==> src/rtl/enemy_wave_control.sv <==
// Enemy wave controller: N slots spawned from an LFSR on a slow tick, each marching toward one of several bases.
// Latency: spawn, kill and ground-arrival effects appear one cycle after the tick or kill sample that caused them.
// Backpressure: none; a spawn tick that finds every slot busy is dropped and flagged on spawn_missed.
module enemy_wave_control #(
    parameter int          N_ENEMIES = 4,
    parameter int          OUT_WIDTH = 8,
    parameter int          N_BASES   = 3,
    parameter int          SPEED_DIV = 2_500_000,
    parameter int          SPAWN_DIV = 100_000_000,
    parameter int          Y_GROUND  = 240,
    parameter logic [15:0] LFSR_SEED = 16'hACE1
) (
    input  logic                           clk,
    input  logic                           rst,
    input  logic                           en,
    input  logic [N_ENEMIES-1:0]           kill,
    output logic [N_ENEMIES*OUT_WIDTH-1:0] xenemy,
    output logic [N_ENEMIES*OUT_WIDTH-1:0] yenemy,
    output logic [N_ENEMIES-1:0]           alive,
    output logic                           base_hit,
    output logic [2:0]                     base_id,
    output logic                           spawn_missed,
    output logic [15:0]                    kill_count
);

    localparam int SPD_W  = (SPEED_DIV > 1) ? $clog2(SPEED_DIV) : 1;
    localparam int SPN_W  = (SPAWN_DIV > 1) ? $clog2(SPAWN_DIV) : 1;
    localparam int BASE_W = (N_BASES > 1) ? $clog2(N_BASES) : 1;
    localparam logic [SPD_W-1:0]     SPD_LAST = SPD_W'(SPEED_DIV - 1);
    localparam logic [SPN_W-1:0]     SPN_LAST = SPN_W'(SPAWN_DIV - 1);
    localparam logic [OUT_WIDTH-1:0] Y_GND    = OUT_WIDTH'(Y_GROUND);

    // Base b sits at the centre of the b-th of N_BASES equal strips across the screen.
    function automatic logic [N_BASES*OUT_WIDTH-1:0] calc_targets();
        logic [N_BASES*OUT_WIDTH-1:0] t;
        t = '0;
        for (int b = 0; b < N_BASES; b++)
            t[b*OUT_WIDTH +: OUT_WIDTH] =
                OUT_WIDTH'((longint'(2*b + 1) << OUT_WIDTH) / longint'(2*N_BASES));
        return t;
    endfunction

    localparam logic [N_BASES*OUT_WIDTH-1:0] TARGET_X = calc_targets();

    typedef enum logic {FREE = 1'b0, ACTIVE = 1'b1} slot_state_t;

    slot_state_t          state  [N_ENEMIES];
    logic [OUT_WIDTH-1:0] x_q    [N_ENEMIES];
    logic [OUT_WIDTH-1:0] y_q    [N_ENEMIES];
    logic [BASE_W-1:0]    base_q [N_ENEMIES];
    logic [SPD_W-1:0]     speed_cnt;
    logic [SPN_W-1:0]     spawn_cnt;
    logic [15:0]          lfsr;

    logic                 speed_tick;
    logic                 spawn_tick;
    logic                 lfsr_fb;
    logic [BASE_W-1:0]    spawn_base;
    logic [N_ENEMIES-1:0] is_active;
    logic [N_ENEMIES-1:0] killed;
    logic [N_ENEMIES-1:0] arrive;
    logic [N_ENEMIES-1:0] alloc;
    logic [OUT_WIDTH-1:0] tgt_x  [N_ENEMIES];
    logic [OUT_WIDTH-1:0] x_step [N_ENEMIES];
    logic [OUT_WIDTH-1:0] y_step [N_ENEMIES];
    logic                 any_free;
    logic                 any_hit;
    logic [BASE_W-1:0]    hit_base;
    logic [4:0]           n_kill;
    logic [16:0]          kill_sum;

    assign speed_tick = en && (speed_cnt == SPD_LAST);
    assign spawn_tick = en && (spawn_cnt == SPN_LAST);
    assign lfsr_fb    = lfsr[15] ^ lfsr[13] ^ lfsr[12] ^ lfsr[10];
    assign spawn_base = BASE_W'({8'd0, lfsr[15:8]} % 16'(N_BASES));
    assign kill_sum   = {1'b0, kill_count} + {12'd0, n_kill};
    assign alive      = is_active;

    // Allocation looks only at slots free at the start of the cycle, so a slot
    // being killed or landing this cycle is never re-spawned in the same cycle.
    always_comb begin
        any_free = 1'b0;
        any_hit  = 1'b0;
        hit_base = '0;
        n_kill   = '0;
        alloc    = '0;
        for (int i = 0; i < N_ENEMIES; i++) begin
            is_active[i] = (state[i] == ACTIVE);
            killed[i]    = kill[i] && is_active[i];
            tgt_x[i]     = TARGET_X[int'(base_q[i])*OUT_WIDTH +: OUT_WIDTH];
            y_step[i]    = y_q[i] + 1'b1;
            if (x_q[i] < tgt_x[i])
                x_step[i] = x_q[i] + 1'b1;
            else if (x_q[i] > tgt_x[i])
                x_step[i] = x_q[i] - 1'b1;
            else
                x_step[i] = x_q[i];
            arrive[i] = is_active[i] && speed_tick && (y_step[i] == Y_GND);
            if (killed[i])
                n_kill = n_kill + 1'b1;
            if (arrive[i] && !killed[i] && !any_hit) begin
                any_hit  = 1'b1;
                hit_base = base_q[i];
            end
            if (!is_active[i] && !any_free) begin
                alloc[i] = 1'b1;
                any_free = 1'b1;
            end
        end
    end

    always_comb begin
        xenemy = '0;
        yenemy = '0;
        for (int i = 0; i < N_ENEMIES; i++) begin
            xenemy[i*OUT_WIDTH +: OUT_WIDTH] = x_q[i];
            yenemy[i*OUT_WIDTH +: OUT_WIDTH] = y_q[i];
        end
    end

    always_ff @(posedge clk or negedge rst) begin
        if (!rst) begin
            speed_cnt    <= '0;
            spawn_cnt    <= '0;
            lfsr         <= LFSR_SEED;
            base_hit     <= 1'b0;
            base_id      <= '0;
            spawn_missed <= 1'b0;
            kill_count   <= '0;
            for (int i = 0; i < N_ENEMIES; i++) begin
                state[i]  <= FREE;
                x_q[i]    <= '0;
                y_q[i]    <= '0;
                base_q[i] <= '0;
            end
        end else begin
            lfsr <= {lfsr[14:0], lfsr_fb};
            if (en) begin
                speed_cnt <= speed_tick ? '0 : speed_cnt + 1'b1;
                spawn_cnt <= spawn_tick ? '0 : spawn_cnt + 1'b1;
            end
            base_hit     <= any_hit;
            spawn_missed <= spawn_tick && !any_free;
            if (any_hit)
                base_id <= 3'(hit_base);
            if (n_kill != '0)
                kill_count <= kill_sum[16] ? 16'hFFFF : kill_sum[15:0];
            for (int i = 0; i < N_ENEMIES; i++) begin
                case (state[i])
                    FREE: begin
                        if (spawn_tick && alloc[i]) begin
                            state[i]  <= ACTIVE;
                            x_q[i]    <= OUT_WIDTH'(lfsr);
                            y_q[i]    <= '0;
                            base_q[i] <= spawn_base;
                        end
                    end
                    ACTIVE: begin
                        // Kill takes priority over landing; both just release the slot.
                        if (killed[i] || arrive[i]) begin
                            state[i] <= FREE;
                            x_q[i]   <= '0;
                            y_q[i]   <= '0;
                        end else if (speed_tick) begin
                            x_q[i] <= x_step[i];
                            y_q[i] <= y_step[i];
                        end
                    end
                endcase
            end
        end
    end

endmodule

==> config.mk <==
export PLATFORM = sky130hd
export DESIGN_NAME = enemy_wave_control
export DESIGN_NICKNAME = d
export VERILOG_FILES = /design/src/rtl/enemy_wave_control.sv
export SDC_FILE = /design/constraint.sdc
export NUM_CORES = 1
export LEC_CHECK = 0
export ABC_AREA = 0
export CAP_MARGIN = 20
export CORE_ASPECT_RATIO = 0.75
export CORE_MARGIN = 2
export CORE_UTILIZATION = 25
export CTS_CLUSTER_DIAMETER = 30
export CTS_CLUSTER_SIZE = 24
export DETAILED_ROUTE_END_ITERATION = 7
export GPL_ROUTABILITY_DRIVEN = 0
export PLACE_DENSITY_LB_ADDON = 0.25
export RECOVER_POWER = 100
export SYNTH_ARGS = -nofsm -noshare
export SYNTH_HDL_FRONTEND = slang
export SYNTH_SLANG_ARGS = --single-unit
==> constraint.sdc <==
create_clock -name clk -period 4.74 [get_ports clk]
set_clock_uncertainty 0.15 [all_clocks]
set_input_delay 1.422 -clock clk [delete_from_list [all_inputs] [get_ports clk]]
set_output_delay 1.422 -clock clk [all_outputs]
set_load 0.01 [all_outputs]
Word level (Yosys, flattened, before mapping) --
Index checks and enable logic that the tools add are counted.
Word-level totals: register bits after elaboration 161, bits in latches 0, bits in writable memories 0, bits in read-only memories 0, input port bits 7, output and inout port bits 89, word-level logic and storage cells 212, memories kept 0
Operators by class: add/subtract/negate cells 18, multiply operators 0, div/mod/pow operators 1, $lt $le $gt $ge 8, eq/ne operators 18, shift operators 4, muxes and demuxes 74, bitwise gates (word level) 7, reduce and logical (&&, ||, !) cells 59
Operator list (count):
- 8-bit two-way mux | 32
- 8-bit case mux with 2 select lines | 8
- 24-bit by 6-bit indexed part select with 8-bit output, first input constant | 4
- 8-bit by 1-bit adder with 8-bit output, second input constant | 8
- 8-bit equality test, second input constant | 4
- 8-bit > comparator | 4
- 8-bit < comparator | 4
- 8-bit by 1-bit subtractor with 8-bit output, second input constant | 4
- 1-bit logical AND | 29
- 27-bit by 1-bit adder with 27-bit output, second input constant | 1
- 27-bit equality test, second input constant | 1
- 27-bit two-way mux | 1
- 22-bit by 1-bit adder with 22-bit output, second input constant | 1
- 22-bit equality test, second input constant | 1
- 22-bit two-way mux | 1
- 1-bit two-way mux | 20
- 16-bit by 5-bit adder with 17-bit output | 1
- 8-bit by 2-bit modulo with 16-bit output, second input constant | 1
- 16-bit two-way mux | 1
- 4-bit by 1-bit != test with 1-bit output, second input constant | 4
- 2-bit AND reduction | 8
- 1-bit logical NOT | 13
- 3-bit by 1-bit != test with 1-bit output, second input constant | 4
- 3-bit AND reduction | 4
- 10 further kinds | 30

Longest topological paths before layout --
depth in word-level cells 15, mapped depth 20, depth with buffers taken out 20

Least setup slack after synthesis --
Ideal clock, no wire load.
kind input-to-reg, from input port kill[0], to register kill_count[15], library setup time 125 ps, arrival time 4076 ps, required time 4465 ps, setup slack 389 ps, stages on the path 15, path buffers 1, cell sequence nand2_1 -> ha_1 -> xor2_1 -> inv_1 -> ha_1 -> nand2_1 -> o21ai_0 -> ha_1 -> a21o_1 -> a21oi_1 -> o21bai_1 -> and4_1 -> clkbuf_1 -> nand3_1 -> mux2_2
Between the ends: longest elaborated chain between the ends 10, elaborated cells on any way between the ends 11, those cells by class add/sub (4); mux (5); reduce/logical (2)
RTL lines:
- start: declaration | RTL line 16 | input logic [N_ENEMIES-1:0] kill,
- 1-bit logical AND * | RTL line 89 | killed[i] = kill[i] && is_active[i];
- 1-bit two-way mux * | RTL line 99 | if (killed[i])
- 1-bit by 1-bit adder with 2-bit output | RTL line 100 | n_kill = n_kill + 1'b1;
- 2-bit two-way mux * | RTL line 99
- 5-bit by 1-bit adder with 5-bit output | RTL line 100
- 5-bit two-way mux * | RTL line 99
- 5-bit by 1-bit adder with 5-bit output | RTL line 100
- 5-bit two-way mux * | RTL line 99
- 16-bit by 5-bit adder with 17-bit output | RTL line 76 | assign kill_sum = {1'b0, kill_count} + {12'd0, n_kill};
- 16-bit two-way mux | RTL line 147 | kill_count <= kill_sum[16] ? 16'hFFFF : kill_sum[15:0];
- end signal: assignment | RTL line 147
- end: declaration | RTL line 23 | output logic [15:0] kill_count
Mark *: on every way between the ends. The rest lies on a longest branch, timed or not. A chain may end at the register's enable or synchronous reset.

Worst setup path in the final report --
Ends and elaborated chain as after synthesis.

==> results_dict.tcl <==
set metrics [dict create \
    outcome "complete, but fails checks" \
    failed_checks "capacitance limit, slew limit" \
    num_antenna_cells 0 \
    cts-root-buf "clkbuf_16" \
    worstReg2RegStart "lfsr[14]" \
    synth_edf_count 0 \
    finalCriticalPeriod_ns 4.475 \
    fin_nets 1340 \
    synth_flop_cell "dfrtp_1" \
    power.total_uw 3227 \
    cts_inserted_buffers 17 \
    crit_path_start_kind "primary input" \
    cts_max_level 4 \
    synth_area_um2 10460 \
    slew_headroom -0.4765 \
    p_per_area_nw_per_um2 253.2 \
    core_area_um2 41000 \
    syn_inst 1122 \
    layout-drive-gt1-share 0.08592 \
    grt-ovfl-total 0 \
    antenna_found_initial 0 \
    insertion_delay_ns 0.44 \
    drc 0 \
    clk_pin_slew_ns 0.07 \
    arrival_ns 4.65 \
    drtIter0Drc 518 \
    grt_pass1_vias 8430 \
    reg2reg_slack_ns 0.28 \
    grt_pass1_wl_mm 47.19 \
    drt.antenna.violating_nets 0 \
    path_buf_inv 2 \
    crit_top_cell "ha_1" \
    worst_pin_slew_ns 2.215 \
    grt_max_degree 85 \
    wl_per_cell_um 15.89 \
    areaGrowthSynthToFinish_pct 21.88 \
    setup_viol 0 \
    drtPass1Iterations 5 \
    fp.dieH_um 181.1 \
    numPortBuffers 94 \
    cts_sinks 161 \
    critPathSlowestCell "clkdlybuf4s50_1" \
    num_vias 8623 \
    gr-usage-all-layers 0.1374 \
    hold-path-endpoint "lfsr[7]" \
    clock_tree.buffer_depth 2 \
    finalWirelength_mm 28.90 \
    synth.distinct_cells 77 \
    worstHoldStart "lfsr[6]" \
    rsz0062_at_grt "no" \
    synth-seq-area-share 0.3861 \
    cts_tree "built" \
    reg2reg_to "base_q[7]" \
    vdd_drop_max_v 0.0002680 \
    fmax_mhz 223.5 \
    p_leak_uw 0.005765 \
    cp.required_ns 4.91 \
    crit_type "in -> reg" \
    cpPeakStageDelay_ns 0.54 \
    syn_area_per_cell_um2 9.323 \
    r2r_cells 15 \
    ys_warn_count 0 \
    pin_count 96 \
    crit_fanout 7 \
    post-place-ws_ns -0.3335 \
    synth-seq-cells 161 \
    vias_per_cell 4.743 \
    min_path_type "reg -> reg" \
    drv_cap 1 \
    layout_setup_ws_ns 0.2654 \
    cpLargestDelayFamily "adder cells" \
    whs_path_depth 0 \
    die_w_um 240.2 \
    drv_slew 85 \
    row_count 64 \
    period_share 0.9440 \
    dieArea_um2 43510 \
    hold_violations 0 \
    start_util 0.2551 \
    async_flop_share 1.000 \
    crit_chain "clkdlybuf4s50_1 > nand2_1 > ha_1 > xor2_1 > inv_1 > ha_1 > nand2_1 > o21ai_2 > ha_1 > a21o_1 > a21oi_1 > o21bai_1 > and4_1 > nand3_1 > mux2_2" \
    end_kind "flip-flop" \
    dp_hpwl_mm 21.40 \
]
## power by group
group          leakage [uW]  internal, uW  total (uW)  switching (uW)
logic               0.00335           145         312             167
clock network      0.000277           792        1410             618
registers           0.00214          1430        1510            70.3
## layout make-up
class                   instances  area (um2)
clock buffers                  20       446.7
well taps                     561       701.9
repair buffers                140        1250
fillers                      4340       28250
inverters                      70       262.8
clock inverters                12       132.6
flip-flops and latches        161        4039
multi-input cells             854        5916
## synthesized netlist by cell type, drive strengths merged (6+ instances only)
cell	number	area, um2
buf	19	131.4
nand4	31	193.9
xor2	32	280.3
nand2b	18	112.6
o21a	16	120.1
nand2	109	409.1
o21bai	15	135.1
mux2i	7	70.07
nor3	17	85.08
nor2b	12	75.07
a31oi	15	115.1
nand3	30	150.1
or4	7	63.81
and2	6	40.04
a21o	18	135.1
nor4	8	71.32
o221ai	16	140.1
and3	21	131.4
o31ai	12	90.09
inv	70	262.8
xnor2	52	455.4
o22ai	17	106.4
ha	84	1051
or2	8	52.55
nor2	84	322.8
a21oi	54	274.0
mux2	19	229.0
dfstp	8	210.2
o211ai	6	45.04
clkbuf	19	71.32
dfrtp	153	3829
o21ai	77	385.4
## layer usage
| layer | share of wire | vias to the layer above | track usage |
|---|---|---|---|
| met3 | 0.038 | 14 | 0.02613 |
| met1 | 0.51 | 4199 | 0.1997 |
| met4 | 0.0096 | 0 | 0.03230 |
| met5 | 0 | - | 0 |
| met2 | 0.44 | 125 | 0.2087 |
| li1 | - | 4285 | - |
## how the worst max path moves through the flow
stage	from	endpoint	slack (ns)	cells after the start
3_3_place_gp	kill[0]	kill_count[15]	-0.27	15
2_1_floorplan	kill[0]	kill_count[15]	0.39	15
4_1_cts	kill[0]	kill_count[7]	0.13	16
6_report	kill[0]	kill_count[15]	0.27	15
3_5_place_dp	kill[0]	kill_count[7]	-0.33	16
5_1_grt	lfsr[15]	base_q[7]	0.02	18
## repair_timing
item	4_1_cts	5_1_grt
buffers inserted	0	2
hold buffers	0	0
endpoints found under the setup margin	0	18
gates resized for setup	0	7
## cell usage in the layout (no fill, tap or decap), drive strengths merged, types with 15 or more instances in the layout
| cell | n |
|---|---|
| dlygate4sd3 | 86 |
| ha | 84 |
| and3 | 21 |
| o21a | 16 |
| a21o | 18 |
| xnor2 | 52 |
| nand4 | 31 |
| nand2 | 109 |
| inv | 72 |
| o21bai | 15 |
| mux2 | 19 |
| a21oi | 54 |
| xor2 | 32 |
| clkbuf | 37 |
| nor2 | 84 |
| o21ai | 77 |
| o22ai | 17 |
| nand3 | 30 |
| o221ai | 16 |
| a31oi | 15 |
| buf | 30 |
| nand2b | 18 |
| nor3 | 17 |
| dfrtp | 153 |
## cells by family (layout without fill, tap and decap cells)
group,Yosys count,count (layout),synth area share
AO/OA/AOI/OAI,276,276,0.1757
XOR/XNOR,84,84,0.07034
adder cells (fa/ha/maj),89,89,0.1100
buffers and inverters,108,242,0.04450
flip-flops,161,161,0.3861
multiplexers,26,26,0.02859
other,1,2,0.0003585
AND/OR/NAND/NOR,377,377,0.1843
## flip-flops by register name (all words and copies together), names as in the netlist
| register | cells |
|---|---|
| yenemy | 32 |
| spawn_missed | 1 |
| xenemy | 32 |
| speed_cnt | 22 |
| base_id | 2 |
| base_hit | 1 |
| alive | 4 |
| lfsr | 16 |
| kill_count | 16 |
| base_q | 8 |
| spawn_cnt | 27 |
## stage by stage
step	util	hold slack, ns	std cells	TNS [ns]	cell area, um2
finish	0.3109	0.2217	1818	0	12750
global route	0.3109	0.2299	1818	0	12750
CTS	0.3146	0.2178	1816	0	12900
detailed placement	0.3004	0.2066	1784	-3.316	12320
global placement	0.3004	0.2044	1784	-2.378	12320
floorplan	-	0.2037	1123	0	10460
Power figures use the tool's default switching activity.
